File: config.mk
export PLATFORM = sky130hd
export DESIGN_NAME = fp_sign_align_pipe
export DESIGN_NICKNAME = d
export VERILOG_FILES = /design/src/rtl/fp_sign_align_pipe.sv
export SDC_FILE = /design/constraint.sdc
export NUM_CORES = 1
export LEC_CHECK = 0
export ABC_AREA = 1
export CORE_ASPECT_RATIO = 0.8
export CORE_MARGIN = 4
export CORE_UTILIZATION = 47
export DETAILED_ROUTE_END_ITERATION = 8
export GPL_TIMING_DRIVEN = 1
export HOLD_SLACK_MARGIN = 0.1
export PLACE_DENSITY = 0.81
export SLEW_MARGIN = 5
export SYNTH_ARGS = -nofsm -noshare
export SYNTH_HDL_FRONTEND = slang
export SYNTH_SLANG_ARGS = --single-unit
File: constraint.sdc
create_clock -name clk -period 1.8 [get_ports clk]
set_input_delay 0.27 -clock clk [delete_from_list [all_inputs] [get_ports clk]]
set_output_delay 0.27 -clock clk [all_outputs]
set_load 0.005 [all_outputs]
File: src/rtl/fp_sign_align_pipe.sv
// Sign / effective-operation stage of the FP add/sub datapath.
// Resolves eop, result sign, operand swap and exponent difference, then carries them through a LATENCY-deep valid/ready pipeline.
module fp_sign_align_pipe #(
  parameter int EXP_W   = 8,
  parameter int MAN_W   = 23,
  parameter int LATENCY = 2
) (
  input  logic                   clk,
  input  logic                   reset,
  input  logic                   flush,
  input  logic                   in_valid,
  output logic                   in_ready,
  input  logic                   op,
  input  logic [1:0]             rm,
  input  logic [EXP_W+MAN_W:0]   a,
  input  logic [EXP_W+MAN_W:0]   b,
  output logic                   out_valid,
  input  logic                   out_ready,
  output logic                   eop,
  output logic                   sign,
  output logic                   swap,
  output logic [EXP_W-1:0]       exp_diff,
  output logic                   zero_res
);

  localparam int W = 1 + EXP_W + MAN_W;

  typedef struct packed {
    logic             eop;
    logic             sign;
    logic             swap;
    logic [EXP_W-1:0] exp_diff;
    logic             zero_res;
  } pl_t;

  logic                   a_s, b_s, sbe, a_gt, b_gt, in_fire;
  logic [EXP_W+MAN_W-1:0] mag_a, mag_b;
  logic [EXP_W-1:0]       exp_a, exp_b;
  pl_t                    in_pl;

  assign a_s   = a[W-1];
  assign b_s   = b[W-1];
  assign mag_a = a[W-2:0];
  assign mag_b = b[W-2:0];
  assign exp_a = a[W-2 -: EXP_W];
  assign exp_b = b[W-2 -: EXP_W];
  assign a_gt  = mag_a > mag_b;
  assign b_gt  = mag_b > mag_a;

  always_comb begin
    in_pl          = '0;
    sbe            = b_s ^ op;
    in_pl.eop      = a_s ^ sbe;
    in_pl.swap     = b_gt;
    in_pl.exp_diff = b_gt ? (exp_b - exp_a) : (exp_a - exp_b);
    in_pl.zero_res = in_pl.eop & ~a_gt & ~b_gt;
    if (!in_pl.eop || a_gt) in_pl.sign = a_s;
    else if (b_gt)          in_pl.sign = sbe;
    else                    in_pl.sign = (rm == 2'b10);  // exact zero: -0 only when rounding down
  end

  logic [LATENCY-1:0] v_q, v_d, rdy, src_v;
  pl_t                pl_q   [LATENCY];
  pl_t                pl_d   [LATENCY];
  pl_t                src_pl [LATENCY];

  // A stage can load when it is empty or anything downstream can drain,
  // so rdy folds from the output end back toward the input.
  always_comb begin
    logic r;
    r   = out_ready;
    rdy = '0;
    for (int k = LATENCY-1; k >= 0; k--) begin
      r      = r | ~v_q[k];
      rdy[k] = r;
    end
  end

  assign in_ready = rdy[0] & ~flush;
  assign in_fire  = in_valid & in_ready;

  for (genvar k = 0; k < LATENCY; k++) begin : g_src
    if (k == 0) begin : g_head
      assign src_v[k]  = in_fire;
      assign src_pl[k] = in_pl;
    end else begin : g_body
      assign src_v[k]  = v_q[k-1];
      assign src_pl[k] = pl_q[k-1];
    end
  end

  always_comb begin
    v_d = v_q;
    for (int k = 0; k < LATENCY; k++) begin
      pl_d[k] = pl_q[k];
      if (rdy[k])            v_d[k]  = src_v[k];
      if (rdy[k] & src_v[k]) pl_d[k] = src_pl[k];
    end
    if (flush) v_d = '0;
  end

  always_ff @(posedge clk or posedge reset) begin
    if (reset) begin
      v_q <= '0;
      for (int k = 0; k < LATENCY; k++) pl_q[k] <= '0;
    end else begin
      v_q  <= v_d;
      pl_q <= pl_d;
    end
  end

  assign out_valid = v_q[LATENCY-1];
  assign {eop, sign, swap, exp_diff, zero_res} = pl_q[LATENCY-1];

endmodule
==> summary.md <==
| Metric | Value |
|---|---|
| Synth cell types | `31` |
| Number of buffers created by CTS | `3` |
| Register area share after synthesis | `0.253` |
| CTS root buffer | `clkbuf_8` |
| CTS tree | `yes` |
| Synth Warn # | `0` |
| Die span in x | `about 90 um` |
| Setup ws final | `-0.00600 ns` |
| Worst Path Max Fanout | `6` |
| Biggest area consumer among synthesized cells | `dfrtp_1` |
| Fill cell count | `270` |
| Cell Rows | `23` |
| Drt drc | `0` |
| Total number of vias | `around 2.8k` |
| Period utilization | `1.00` |
| Mean Syn Cell Area | `between 7 and 8 um2` |
| Mapped Cells | `about 350` |
| Failing checks | `setup timing` |
| Post-DP HPWL | `around 5.7 mm` |
| Chip height | `74.2 um` |
| Mux cell area share after synthesis | `0.0438` |
| Post-Synth Adder-Cell Area | `0.205` |
| Commonest non-fill, non-tap cell in the layout | `nand2_1` |
| Gpl congestion | `between 0.8 and 0.9` |
| Synth Flop Type | `dfrtp_1` |
| Layout cells sized above 1 | `0.407` |
| Mapped cell area | `around 2600 um2` |
| Peak supply drop | `0.000363 V` |
| Antenna cell count | `0` |
| Core Box Area | `about 5200 um2` |
| Endpoints failing hold | `0` |
| Synth-to-layout area growth | `70.4%` |
| First-pass GRT wire length | `between 10 and 15 mm` |
| Total wire length | `9.47 mm` |
| Max Cap Violations | `0` |
| Status | `finished with violations` |
| Total power per unit cell area | `604 nW/um2` |
| Initial Util | `0.499` |
| Commonest non-fill, non-tap cells in the layout | `83 x nand2_1, 44 x buf_4, 38 x inv_1` |
| Most used cell, CP | `nand2_4` |
| Vias in the first global route | `between 2k and 3k` |
| Synth Register Bits | `26` |
| Combinational family with the most area after synthesis | `simple AND/OR/NAND/NOR gates` |
| Post-synth EDFFs | `0` |
| # hold bufs at CTS | `0` |
| Worst Path Arrival | `~2 ns` |
| Fin util | `0.851` |
| # setup viols final | `2` |
| Yosys top cell area share | `0.253` |
| Clock buffer depth | `2` |
| Crit-path cells | `clkdlybuf4s15_1 > inv_2 > ha_4 > nand2_4 > nor2_4 > nand4_1 > nor3_2 > nand2_1 > nand2_2 > nand2_4 > buf_6 > nand2_4 > nand3_4 > a21oi_2` |
| Vias/cell | `about 5.2` |
| Tightest Hold Check Type | `in2async` |
| Largest stage delay on the critical path | `between 0.2 and 0.3 ns` |
| Placed cell area | `around 3700 um2` |
| Max-slew violations | `0` |
| Post-Route Skew | `between 0.002 and 0.003 ns` |
| XOR/XNOR Fraction of Synth Area | `0.0443` |
| WS Path Type | `in2reg` |
| Largest net degree at the start of global routing | `27` |
| Syn nets | `approximately 470` |
| H-Tree Level Count | `1` |
| ANT nets after route | `0` |
| Clock insertion delay at the later pin of the skew report | `approximately 0.28 ns` |
| Fin Setup TNS | `-0.0103 ns` |
| IO Count | `86` |
| Compound-gate portion of the synthesized area | `0.0735` |
| Total grt overflow | `0` |
| Largest cells by area after synthesis | `dfrtp_1 25%, ha_1 19%, nand2_1 15%, inv_1 10%, mux2_2 4.4%` |
| Slew Limit Headroom | `0.685` |
| GR Util All Layers | `0.236` |
| Slowest cell on crit path | `ha_4` |
| Clock-pin transition on the worst setup and hold timing paths | `~0.09 ns` |
| CTS sink cnt | `26` |
| CP endpoint kind | `flip-flop` |
| Drt first pass iters | `4` |
| Crit start category | `input pin` |
| Initial drt markers | `around 170` |
| WP data required | `2.01 ns` |
| DR WL/cell | `approximately 18 um` |
| Post-Synth Simple-Gate Area | `0.235` |
| Port Buffers | `85` |
| F_max | `about 550 MHz` |
| Worst-margin pin slew | `0.472 ns` |
| RSZ-0062 raised after global routing | `true` |
| Net count, final | `just under 600` |
| Asr flop ratio synth | `1.00` |
| Die area | `6730 um2` |
| Initial antenna violation count | `0` |
| Pre-CTS setup slack | `-0.637 ns` |
| Pleak | `~2.3 nW` |
| Minimum clock period | `between 1.5 and 2 ns` |
| Fin Hold WS | `between 0.3 and 0.4 ns` |
| Layout Cell Area excl Fill | `approximately 4400 um2` |
-- where the power goes --
| group | switching (mW) | internal, mW |
|---|---|---|
| sequential | 0.0847 | 0.723 |
| clock | 0.198 | 0.298 |
| combinational | 0.634 | 0.711 |
-- critical path: cells and delay by family --
| kind | cells | cell delay (ns) |
|---|---|---|
| buffers and inverters | 3 | 0.39 |
| AO/OA/AOI/OAI | 1 | 0.14 |
| adder cells (fa/ha/maj) | 1 | 0.27 |
| AND/OR/NAND/NOR | 9 | 0.94 |
-- repair_timing --
| action | 4_1_cts | 5_1_grt |
|---|---|---|
| endpoints found under the hold margin | 0 | 0 |
| pin swaps | 62 | 54 |
| setup endpoints to repair | 11 | 10 |
| resized for setup | 133 | 109 |
| buffers inserted | 8 | 1 |
-- flip-flops by register name, indices dropped and copies added (netlist names) --
signal    flops
pl_q         12
swap          1
zero_res      1
sign          1
v_q           2
exp_diff      8
eop           1
-- layout make-up --
cell class / count / area [um2] / area share
multi-input cells: 241 / 2140 / 0.489
repair buffers: 135 / 1170 / 0.266
flip-flops and latches: 26 / 651 / 0.148
inverters: 71 / 274 / 0.0625
well taps: 62 / 77.6 / 0.0177
clock buffers: 3 / 41.3 / 0.00942
clock inverters: 1 / 30.0 / 0.00685
-- worst paths after layout --
path,slack (ns),to,startpoint,depth (start not counted)
setup / recovery,-0.006,pl_q[22]$_DFFE_PP0P_,a[22],14
hold / removal,0.35,exp_diff[7]$_DFFE_PP0P_,reset,3
setup reg to reg,0.24,pl_q[22]$_DFFE_PP0P_,v_q[1]$_DFFE_PP0P_,9
hold reg to reg,0.49,pl_q[14]$_DFFE_PP0P_,pl_q[14]$_DFFE_PP0P_,2
max in group asynchronous,1.20,exp_diff[5]$_DFFE_PP0P_,reset,3
min in group clk,0.49,pl_q[13]$_DFFE_PP0P_,b[23],4
-- per-layer routing --
metal | part of all wire | wire length [um] | GRT usage
met1 | 0.39 | 3650 | 0.272
met3 | 0.058 | 554 | 0.0344
met2 | 0.51 | 4870 | 0.461
met5 | 0 | 0 | 0
met4 | 0.042 | 396 | 0.0730
-- cell usage after synthesis (8+ instances only) --
master / n
ha_1: 39
dfrtp_1: 26
a21oi_1: 16
buf_4: 9
nor2_1: 12
xor2_1: 8
nand2_1: 104
mux2_2: 10
o21ai_0: 9
nand3_1: 11
inv_1: 70
-- metrics by stage --
stage | power [mW] | cells
floorplan | 1.38 | 354
global placement | 1.81 | 526
detailed placement | 1.86 | 526
CTS | 2.45 | 538
global route | 2.78 | 539
finish | 2.65 | 539
-- kinds of logic after synthesis --
logic type,Yosys count
flip-flops,26
buffers and inverters,87
AND/OR/NAND/NOR,144
XOR/XNOR,13
AO/OA/AOI/OAI,33
adder cells (fa/ha/maj),41
multiplexers,10
No activity file was read; power rests on OpenSTA's default activity.
